--- src/rtl/kt_cmd_pkg.sv ---
// Shared KnightsTour command-link definitions: opcodes, response codes and
// the state encodings used by the command UART wrapper and its transceiver.
package kt_cmd_pkg;

  localparam logic [3:0] OP_CAL  = 4'b0010;
  localparam logic [3:0] OP_MOVE = 4'b0100;
  localparam logic [3:0] OP_TOUR = 4'b0110;

  localparam logic [7:0] RESP_DONE = 8'hA5;
  localparam logic [7:0] RESP_BUSY = 8'h5A;

  typedef enum logic {HIGH, LOW} asm_state_t;

  typedef enum logic [1:0] {IDLE, START, DATA, STOP} uart_state_t;

endpackage

--- src/rtl/cmd_uart_wrapper_if.sv ---
// Command/response handshake between cmd_uart_wrapper (slave) and cmd_proc (master).
interface cmd_uart_wrapper_if;

  logic [15:0] cmd;
  logic        cmd_rdy;
  logic        clr_cmd_rdy;
  logic        trmt;
  logic [7:0]  resp;
  logic        tx_done;

  modport master (
    input  cmd, cmd_rdy, tx_done,
    output clr_cmd_rdy, trmt, resp
  );

  modport slave (
    output cmd, cmd_rdy, tx_done,
    input  clr_cmd_rdy, trmt, resp
  );

endinterface

--- src/rtl/uart_xcvr.sv ---
// 8N1 UART transceiver: oversampling-free RX deserializer (mid-bit sampling)
// and a 10-bit shift-register TX serializer, BAUD_DIV clocks per bit.
module uart_xcvr
  import kt_cmd_pkg::*;
#(
  parameter int BAUD_DIV = 2604
) (
  input  logic       clk,
  input  logic       rst_n,
  input  logic       rx,
  output logic       tx,
  output logic       rx_rdy,
  output logic [7:0] rx_data,
  input  logic       trmt,
  input  logic [7:0] tx_data,
  output logic       tx_done
);

  localparam int CNT_W = $clog2(BAUD_DIV);
  localparam logic [CNT_W-1:0] FULL_BIT = CNT_W'(BAUD_DIV - 1);
  localparam logic [CNT_W-1:0] HALF_BIT = CNT_W'(BAUD_DIV / 2 - 1);

  typedef enum logic {TX_IDLE, TX_SHIFT} tx_state_t;

  // [1:0] synchronise RX, [2] is the history bit for edge detection
  logic [2:0]       rx_pipe_reg;
  logic             rx_s;
  logic             rx_fall;
  uart_state_t      rx_state_reg;
  logic [CNT_W-1:0] rx_cnt_reg;
  logic [2:0]       rx_bit_reg;
  logic [7:0]       rx_shift_reg;
  logic [7:0]       rx_data_reg;
  logic             rx_rdy_reg;

  tx_state_t        tx_state_reg;
  logic [9:0]       tx_shift_reg;
  logic [CNT_W-1:0] tx_cnt_reg;
  logic [3:0]       tx_bit_reg;
  logic             tx_done_reg;

  assign rx_s    = rx_pipe_reg[1];
  assign rx_fall = rx_pipe_reg[2] & ~rx_pipe_reg[1];

  always_ff @(posedge clk or negedge rst_n) begin
    if (!rst_n) begin
      rx_pipe_reg <= 3'b111;
    end else begin
      rx_pipe_reg <= {rx_pipe_reg[1:0], rx};
    end
  end

  always_ff @(posedge clk or negedge rst_n) begin
    if (!rst_n) begin
      rx_state_reg <= IDLE;
      rx_cnt_reg   <= '0;
      rx_bit_reg   <= '0;
      rx_shift_reg <= '0;
      rx_data_reg  <= '0;
      rx_rdy_reg   <= 1'b0;
    end else begin
      rx_rdy_reg <= 1'b0;
      case (rx_state_reg)
        IDLE: begin
          if (rx_fall) begin
            rx_cnt_reg   <= HALF_BIT;
            rx_state_reg <= START;
          end
        end
        START: begin
          if (rx_cnt_reg == '0) begin
            // a start bit that is high again at mid-bit was only a glitch
            if (rx_s) begin
              rx_state_reg <= IDLE;
            end else begin
              rx_cnt_reg   <= FULL_BIT;
              rx_bit_reg   <= '0;
              rx_state_reg <= DATA;
            end
          end else begin
            rx_cnt_reg <= rx_cnt_reg - 1'b1;
          end
        end
        DATA: begin
          if (rx_cnt_reg == '0) begin
            rx_shift_reg <= {rx_s, rx_shift_reg[7:1]};
            rx_cnt_reg   <= FULL_BIT;
            rx_bit_reg   <= rx_bit_reg + 3'd1;
            if (rx_bit_reg == 3'd7) begin
              rx_state_reg <= STOP;
            end
          end else begin
            rx_cnt_reg <= rx_cnt_reg - 1'b1;
          end
        end
        STOP: begin
          if (rx_cnt_reg == '0) begin
            if (rx_s) begin
              rx_data_reg <= rx_shift_reg;
              rx_rdy_reg  <= 1'b1;
            end
            rx_state_reg <= IDLE;
          end else begin
            rx_cnt_reg <= rx_cnt_reg - 1'b1;
          end
        end
        default: rx_state_reg <= IDLE;
      endcase
    end
  end

  always_ff @(posedge clk or negedge rst_n) begin
    if (!rst_n) begin
      tx_state_reg <= TX_IDLE;
      tx_shift_reg <= '1;
      tx_cnt_reg   <= '0;
      tx_bit_reg   <= '0;
      tx_done_reg  <= 1'b0;
    end else begin
      case (tx_state_reg)
        TX_IDLE: begin
          if (trmt) begin
            tx_shift_reg <= {1'b1, tx_data, 1'b0};
            tx_cnt_reg   <= FULL_BIT;
            tx_bit_reg   <= '0;
            tx_done_reg  <= 1'b0;
            tx_state_reg <= TX_SHIFT;
          end
        end
        TX_SHIFT: begin
          if (tx_cnt_reg == '0) begin
            // shifting in ones leaves the line idle-high after the stop bit
            tx_shift_reg <= {1'b1, tx_shift_reg[9:1]};
            tx_cnt_reg   <= FULL_BIT;
            if (tx_bit_reg == 4'd9) begin
              tx_done_reg  <= 1'b1;
              tx_state_reg <= TX_IDLE;
            end else begin
              tx_bit_reg <= tx_bit_reg + 4'd1;
            end
          end else begin
            tx_cnt_reg <= tx_cnt_reg - 1'b1;
          end
        end
        default: tx_state_reg <= TX_IDLE;
      endcase
    end
  end

  assign tx      = tx_shift_reg[0];
  assign tx_done = tx_done_reg;
  assign rx_rdy  = rx_rdy_reg;
  assign rx_data = rx_data_reg;

endmodule

--- src/rtl/cmd_uart_wrapper.sv ---
// Remote-command UART front end: pairs received bytes (high first) into a
// 16-bit command with a ready/clear handshake and sends back response bytes.
// Define CMD_TIMEOUT_EN to abandon a half-received command after TMO_CLKS.
module cmd_uart_wrapper
  import kt_cmd_pkg::*;
#(
  parameter int BAUD_DIV = 2604,
  parameter int TMO_CLKS = 1_000_000
) (
  input  logic                clk,
  input  logic                rst_n,
  input  logic                RX,
  output logic                TX,
  cmd_uart_wrapper_if.slave   cmd_bus
);

  logic       rx_rdy;
  logic [7:0] rx_data;
  logic       tx_done_w;

  asm_state_t  asm_state_reg;
  logic [7:0]  hi_byte_reg;
  logic [15:0] cmd_reg;
  logic        cmd_rdy_reg;
  logic        tmo_hit;

  uart_xcvr #(
    .BAUD_DIV (BAUD_DIV)
  ) u_xcvr (
    .clk     (clk),
    .rst_n   (rst_n),
    .rx      (RX),
    .tx      (TX),
    .rx_rdy  (rx_rdy),
    .rx_data (rx_data),
    .trmt    (cmd_bus.trmt),
    .tx_data (cmd_bus.resp),
    .tx_done (tx_done_w)
  );

`ifdef CMD_TIMEOUT_EN
  localparam int TMO_W = $clog2(TMO_CLKS + 1);
  logic [TMO_W-1:0] tmo_cnt_reg;

  assign tmo_hit = (asm_state_reg == LOW) && (tmo_cnt_reg == TMO_W'(TMO_CLKS - 1));

  always_ff @(posedge clk or negedge rst_n) begin
    if (!rst_n) begin
      tmo_cnt_reg <= '0;
    end else if (rx_rdy || (asm_state_reg != LOW) || tmo_hit) begin
      tmo_cnt_reg <= '0;
    end else begin
      tmo_cnt_reg <= tmo_cnt_reg + 1'b1;
    end
  end
`else
  logic unused_tmo;
  assign unused_tmo = (TMO_CLKS > 0);
  assign tmo_hit    = 1'b0;
`endif

  always_ff @(posedge clk or negedge rst_n) begin
    if (!rst_n) begin
      asm_state_reg <= HIGH;
      hi_byte_reg   <= '0;
      cmd_reg       <= '0;
      cmd_rdy_reg   <= 1'b0;
    end else begin
      if (cmd_bus.clr_cmd_rdy) begin
        cmd_rdy_reg <= 1'b0;
      end
      // later assignments override the clear, so a same-cycle set wins
      if (rx_rdy) begin
        case (asm_state_reg)
          HIGH: begin
            hi_byte_reg   <= rx_data;
            cmd_rdy_reg   <= 1'b0;
            asm_state_reg <= LOW;
          end
          LOW: begin
            cmd_reg       <= {hi_byte_reg, rx_data};
            cmd_rdy_reg   <= 1'b1;
            asm_state_reg <= HIGH;
          end
          default: asm_state_reg <= HIGH;
        endcase
      end else if (tmo_hit) begin
        hi_byte_reg   <= '0;
        asm_state_reg <= HIGH;
      end
    end
  end

  assign cmd_bus.cmd     = cmd_reg;
  assign cmd_bus.cmd_rdy = cmd_rdy_reg;
  assign cmd_bus.tx_done = tx_done_w;

endmodule

--- src/flat_wrapper.sv ---
// flat-port wrapper written by rule: the top's interface ports become plain ports
module cmd_uart_wrapper_flat import kt_cmd_pkg::*;
#(
  parameter int BAUD_DIV = 2604,
  parameter int TMO_CLKS = 1_000_000
)
  (clk, rst_n, RX, TX, cmd_bus_cmd, cmd_bus_cmd_rdy, cmd_bus_tx_done, cmd_bus_clr_cmd_rdy, cmd_bus_trmt, cmd_bus_resp);
  cmd_uart_wrapper_if cmd_bus_i ();
  input  logic clk;
  input  logic rst_n;
  input  logic RX;
  output logic TX;
  output wire logic [$bits(cmd_bus_i.cmd)-1:0] cmd_bus_cmd;
  output wire logic [$bits(cmd_bus_i.cmd_rdy)-1:0] cmd_bus_cmd_rdy;
  output wire logic [$bits(cmd_bus_i.tx_done)-1:0] cmd_bus_tx_done;
  input wire logic [$bits(cmd_bus_i.clr_cmd_rdy)-1:0] cmd_bus_clr_cmd_rdy;
  input wire logic [$bits(cmd_bus_i.trmt)-1:0] cmd_bus_trmt;
  input wire logic [$bits(cmd_bus_i.resp)-1:0] cmd_bus_resp;
  assign cmd_bus_cmd = cmd_bus_i.cmd;
  assign cmd_bus_cmd_rdy = cmd_bus_i.cmd_rdy;
  assign cmd_bus_tx_done = cmd_bus_i.tx_done;
  assign cmd_bus_i.clr_cmd_rdy = cmd_bus_clr_cmd_rdy;
  assign cmd_bus_i.trmt = cmd_bus_trmt;
  assign cmd_bus_i.resp = cmd_bus_resp;
  cmd_uart_wrapper #(.BAUD_DIV(BAUD_DIV), .TMO_CLKS(TMO_CLKS)) u_core (.clk(clk), .rst_n(rst_n), .RX(RX), .TX(TX), .cmd_bus(cmd_bus_i));
endmodule
--- config.mk ---
export PLATFORM = sky130hd
export DESIGN_NAME = cmd_uart_wrapper_flat
export DESIGN_NICKNAME = d
export VERILOG_FILES = /design/src/rtl/kt_cmd_pkg.sv /design/src/rtl/cmd_uart_wrapper_if.sv /design/src/rtl/uart_xcvr.sv /design/src/rtl/cmd_uart_wrapper.sv /design/src/flat_wrapper.sv
export SDC_FILE = /design/constraint.sdc
export NUM_CORES = 1
export LEC_CHECK = 0
export CAP_MARGIN = 40
export CORE_UTILIZATION = 35
export DETAILED_ROUTE_END_ITERATION = 8
export GPL_TIMING_DRIVEN = 0
export SETUP_SLACK_MARGIN = 0.05
export SLEW_MARGIN = 10
export SYNTH_ARGS = -nofsm -noshare
export SYNTH_HDL_FRONTEND = slang
export SYNTH_SLANG_ARGS = --single-unit
--- constraint.sdc ---
create_clock -name clk -period 3.66 [get_ports clk]
set_input_delay 0.732 -clock clk [delete_from_list [all_inputs] [get_ports clk]]
set_output_delay 0.732 -clock clk [all_outputs]
set_load 0.02 [all_outputs]
==> reports/metrics.yaml, run 1 <==
status: "finished with violations"
violations: "design-rule violations"
dp_hpwl_mm: 5.64
hold_viol: 0
vias_per_cell: 5.21
cts_tree: "built"
port_buffers: 31
seq_area_frac_synth_pct: 53.4
cp.required_ns: 3.89
die_y_um: 112
synth_top_family_by_area: "multiplexers"
placedCellCount: 544
core_mm2: 0.0116
fmax_mhz: 412
path_max_fanout: 10
synth_top_area_cell: "dfrtp_1"
io_pins: 32
p_seq_share_pct: 41.3
die_x_um: 112
synth.distinct_cells: 55
clk_latency_ns: 0.35
rows: 39
fin_util_pct: 43.7
grt_use_total_pct: 14.3
vias: 2920
fin_area_mm2: 0.00507
nFillCells: 1081
start_util_pct: 36.5
largest_reg_flops: 16
area_delta_synth_final_pct: 19.6
r2r_start: "u_core.u_xcvr.rx_cnt_reg[0]"
synth-xor-area-share_pct: 1.24
drive_above_1_share_pct: 20.4
vdd_drop_max_v: 0.000268
max_slew_margin_pct: 51.7
switching_power_mw: 1.10
cpPeakStageDelay_ns: 0.51
grt_pass1_vias: 2910
rsz0062_at_grt: "false"
synth_most_common_cell: "dfrtp_1"
synth_compound_area_share_pct: 12.7
final_nets: 438
worst_slew_pin_slew_ns: 0.718
cts_buffers: 9
syn_inst: 369
power_density_mw_per_mm2: 630
synthTopCellsByCount: "dfrtp_1 (78), mux2_2 (33), nand2_1 (32), o21ai_0 (32)"
synth_top_area_share_pct: 46.0
cts.sinks: 90
place.gp.congestion: 0.838
holdCritPathClass: "reg -> reg"
grt_start_max_net_pins: 47
power.clock.fraction_pct: 30.7
leakagePower_nw: 2.37
path_class: "reg -> reg"
drt-total-wl_mm: 8.12
hold_start: "u_core.u_xcvr.rx_pipe_reg[0]"
yosys_warnings: 0
maxCapViolCount: 0
setup_viol: 0
cts_resized: 0
synth-async-reset-ratio_pct: 100
cts_root_buf: "clkbuf_16"
grt_overflow: 0
start_kind: "register"
yosys.area_share.simple_pct: 11.7
clk_pin_slew_ns: 0.07
synth-main-ff-cell: "dfrtp_1"
cts_hold_buf: 0
p_total_mw: 3.20
drc_errors: 2
p_int_mw: 2.09
grt_pass1_wl_mm: 14.3
synthMuxAreaShare_pct: 13.9
switching_share_pct: 34.5
cts_buffer_depth: 2
synth_nets: 395
netlist_area_mm2: 0.00424
final_cells: 560
end_kind: "register"
finalCritPeriodShare_pct: 66.3
setup_tns_ns: 0
synth-edff-count: 0
insertedDiodeCount: 0
combPwrFrac_pct: 27.9
slew_viol_final: 0
cpMaxStageDelayCell: "or4b_1"
synth-adder-area-share_pct: 3.83
worstPathArrival_ns: 2.66
antenna_found_initial: 0
synth_area_leaders: "dfrtp_1 (46%), mux2_2 (8.8%), dfstp_2 (7.4%), ha_1 (3.8%), o21ai_0 (3.8%)"
ant_nets: 0
skew_ns: 0.00953
period_minus_slack_ns: 2.43
ys_seq_elements: 90
drt_iter0_markers: 129
routed_wire_length_per_instance_um: 14.5
crit_path_start: "u_core.u_xcvr.rx_cnt_reg[0]"
place_area_mm2: 0.00476
cts_setup_buffers: 0
path_cells: "inv_1 -> ha_1 -> or4b_1 -> nor4_4 -> and3_1 -> buf_6 -> mux2_4"
die_area_mm2: 0.0126
avgSynthCellArea_um2: 11.5
drtPass1Iterations: 6
cts.htree.levels: 3
[power groups by stage]
stage               Sequential, mW  Combinational [mW]  Clock (mW)
floorplan                     1.30               0.688           0
global placement              1.33               0.877           0
detailed placement            1.34               0.890           0
CTS                           1.32               0.894        1.01
global route                  1.34                1.01        1.05
finish                        1.32               0.892       0.982
[stage by stage]
stage	hold slack, ns	setup slack [ns]
after floorplan	0.345	1.44
after global placement	0.347	-1.46
after detailed placement	0.348	1.00
after CTS	0.358	1.23
after global routing	0.370	1.07
final	0.356	1.23
[cell type report]
cell class / instances / area, um^2 / share of cell area [%]
multi-input combinational: 253 / 1840 / 36.3
tap: 143 / 179 / 3.53
buffer: 12 / 81.3 / 1.60
inverter: 14 / 52.6 / 1.04
clock inverter: 7 / 90.1 / 1.78
clock buffer: 9 / 225 / 4.44
timing repair buffer: 32 / 335 / 6.61
sequential: 90 / 2270 / 44.7
[metal layers]
layer  share of wire, %  routed length (um)  vias to the layer above  track usage, %
met2                 46                3700                       34            21.8
met5                  0                   0                        -               0
met4                1.6                 129                        0            6.58
met1                 50                4040                     1454            19.3
met3                3.1                 250                       10            3.62
li1                   -                   -                     1422               -
[cell usage in the layout (no fill, tap or decap), drive strengths merged, types with 2 or more instances in the layout]
cell	count
o211ai	2
xor2	4
a41o	2
nand2	33
a21o	2
nor4b	2
o22a	3
clkdlybuf4s50	30
or3	5
a22o	5
inv	19
and3	2
nand2b	5
nor2	21
dfstp	12
xnor2	2
dfrtp	78
nor3b	2
buf	6
o31ai	3
a21oi	21
or4	2
a31oi	5
mux2i	10
o21ai	32
nor4	5
o41ai	3
ha	13
nor3	12
clkbuf	17
mux2	41
or2	2
[kinds of logic (layout without fill, tap and decap cells)]
kind of cell	count (synthesis)	after routing
fa+ha+maj	13	13
mux	51	51
buf+inv	26	74
flops	90	90
simple gates	97	97
xor+xnor	6	6
compound gates	86	86
[critical path: cells and delay by family (launching register included)]
| family | cells | cell delay (ns) |
|---|---|---|
| muxes | 1 | 0.31 |
| DFF | 1 | 0.40 |
| and+or+nand+nor | 3 | 1.17 |
| buffers and inverters | 2 | 0.28 |
| adders and majority gates | 1 | 0.16 |
[worst paths after layout]
| check | slack (ns) | to | cells after the start |
|---|---|---|---|
| min in group asynchronous | 0.39 | u_core.u_xcvr.tx_cnt_reg[1] | 1 |
| max | 1.23 | u_core.u_xcvr.rx_data[1] | 7 |
| max reg2reg | 1.23 | u_core.u_xcvr.rx_data[1] | 7 |
| min | 0.36 | u_core.u_xcvr.rx_pipe_reg[1] | 0 |
| max in group asynchronous | 2.65 | u_core.u_xcvr.rx_rdy | 2 |
| min reg2reg | 0.36 | u_core.u_xcvr.rx_pipe_reg[1] | 0 |
No activity file was read; power rests on OpenSTA's default activity.
==> run 2: changes to the inputs <==
==> constraint.sdc (replaced) <==
create_clock -name clk -period 2.29 [get_ports clk]
set_input_delay 0.458 -clock clk [delete_from_list [all_inputs] [get_ports clk]]
set_output_delay 0.458 -clock clk [all_outputs]
set_load 0.02 [all_outputs]
==> reports/metrics.yaml, run 2 (synthesis gave the netlist of run 1 again) <==
grt_start_max_net_pins: 47  # unchanged
worstPathArrival_ns: 2.39  # -0.27 ns
cts_buffer_depth: 2  # unchanged
p_total_mw: 5.31  # +66%
grt_overflow: 0  # unchanged
insertedDiodeCount: 0  # unchanged
drt-total-wl_mm: 8.37  # +3.1%
skew_ns: 0.00654  # -0.00299 ns
drt_iter0_markers: 159  # +23%
violations: "design-rule violations"
final_nets: 455  # +3.9%
setup_viol: 0  # unchanged
r2r_start: "u_core.u_xcvr.rx_cnt_reg[7]"
layout_commonest_cell: "dfrtp_1"
drtPass1Iterations: 6  # unchanged
power_density_mw_per_mm2: 1020  # +61%
crit_path_start: "u_core.u_xcvr.rx_cnt_reg[7]"
max_slew_margin_pct: 53.7  # +2.0 points
placedCellCount: 544  # unchanged
status: "finished with violations"
clk_pin_slew_ns: 0.07  # about the same
core_mm2: 0.0116  # unchanged
cts_buffers: 9  # unchanged
start_kind: "register"
drive_above_1_share_pct: 25.3  # +5.0 points
area_delta_synth_final_pct: 23.2
vdd_drop_max_v: 0.000434  # +62%
antenna_found_initial: 0  # unchanged
clk_latency_ns: 0.35  # about the same
hold_viol: 0  # unchanged
port_buffers: 31  # unchanged
start_util_pct: 36.5  # unchanged
final_cells: 577  # +3.0%
die_x_um: 112  # unchanged
leakagePower_nw: 2.46  # +3.8%
io_pins: 32  # unchanged
cts_root_buf: "clkbuf_16"
die_y_um: 112  # unchanged
setup_ws_ns: 0.133  # -1.10 ns
routed_wire_length_per_instance_um: 14.5  # about the same
largest_reg_flops: 16  # unchanged
rsz0062_at_grt: "true"
most-common-layout-cells: "dfrtp_1 (78), mux2_2 (33), nand2_1 (32), o21ai_0 (32), clkdlybuf4s50_1 (30)"
drc_errors: 2  # unchanged
ant_nets: 0  # unchanged
dp_hpwl_mm: 5.64  # unchanged
post-place-ws_ns: -0.123  # -1.12 ns
cts.htree.levels: 3  # unchanged
fmax_mhz: 464  # +13%
slew_viol_final: 0  # unchanged
fin_hold_ws_ns: 0.120  # -0.236 ns
finalCritPeriodShare_pct: 94.2  # +28 points
worst_slew_pin_slew_ns: 0.687  # -0.0310 ns
die_area_mm2: 0.0126  # unchanged
vias_per_cell: 5.24  # +0.44%
place.gp.congestion: 0.838  # unchanged
cts.sinks: 90  # unchanged
holdCritPathClass: "in -> async"
period_minus_slack_ns: 2.16  # -0.271 ns
grt_pass1_wl_mm: 14.5  # +1.7%
path_class: "reg -> reg"
vias: 3022  # +3.5%
maxCapViolCount: 0  # unchanged
grt_use_total_pct: 14.6  # +0.25 points
cts_tree: "built"
rows: 39  # unchanged
path_max_fanout: 5  # -5
cp.required_ns: 2.52  # -1.37 ns
end_kind: "register"
grt_pass1_vias: 2984  # +2.5%
run 2: per-layer routing:
layer / GRT usage [%] / part of all wire, %
met1: 19.4 / 49
met2: 22.5 / 46
met3: 3.62 / 3.5
met4: 6.58 / 1.5
met5: 0 / 0
run 2: worst max-delay path, cell delays in order, from the launching register on:
cell     delay (ns)
dfrtp_1        0.37
buf_6          0.12
or4_4          0.50
nor4_4         0.35
and3_4         0.26
buf_6          0.14
mux2_4         0.30
run 2: where the power goes:
| group | internal (mW) | total [mW] | leakage, nW | switching [mW] |
|---|---|---|---|---|
| registers | 1.85 | 2.11 | 1.15 | 0.261 |
| clock network | 0.879 | 1.57 | 0.156 | 0.691 |
| logic | 0.746 | 1.62 | 1.15 | 0.878 |
| total | 3.48 | 5.31 | 2.46 | 1.83 |
run 2: path summary, 6_finish.rpt:
kind / to / slack [ns] / cells past startpoint
hold / removal: u_core.u_xcvr.tx_bit_reg[1] / 0.12 / 1
max in group asynchronous: u_core.u_xcvr.rx_rdy / 1.55 / 2
setup / recovery: u_core.u_xcvr.rx_data[1] / 0.13 / 6
min in group clk: u_core.u_xcvr.rx_pipe_reg[1] / 0.36 / 0
hold reg to reg: u_core.u_xcvr.rx_pipe_reg[1] / 0.36 / 0
setup reg to reg: u_core.u_xcvr.rx_data[1] / 0.13 / 6
run 2: final cells by class:
type                    instances  area, um^2
plain buffers                  12        82.6
clock buffers                   9         225
clock inverters                 7        90.1
fillers                      1073        6390
inverters                      14        52.6
multi-input cells             253        1870
flip-flops and latches         90        2270
well taps                     143         179
repair buffers                 49         464
run 2: what timing repair did:
action / 4_1_cts / 5_1_grt
resized for setup: 5 / 7
buffers inserted: 7 / 8
hold buffers: 0 / 0
cloned: 1 / 1
pin swaps: 2 / 2
setup endpoints to repair: 24 / 48
run 2: stage by stage:
stage	utilization (%)	instance area (um^2)	TNS [ns]
global placement	40.7	4730	-218.39
CTS	44.3	5140	0
floorplan	-	4240	0
global route	45.0	5230	0
finish	45.0	5230	0
detailed placement	41.0	4760	-1.73
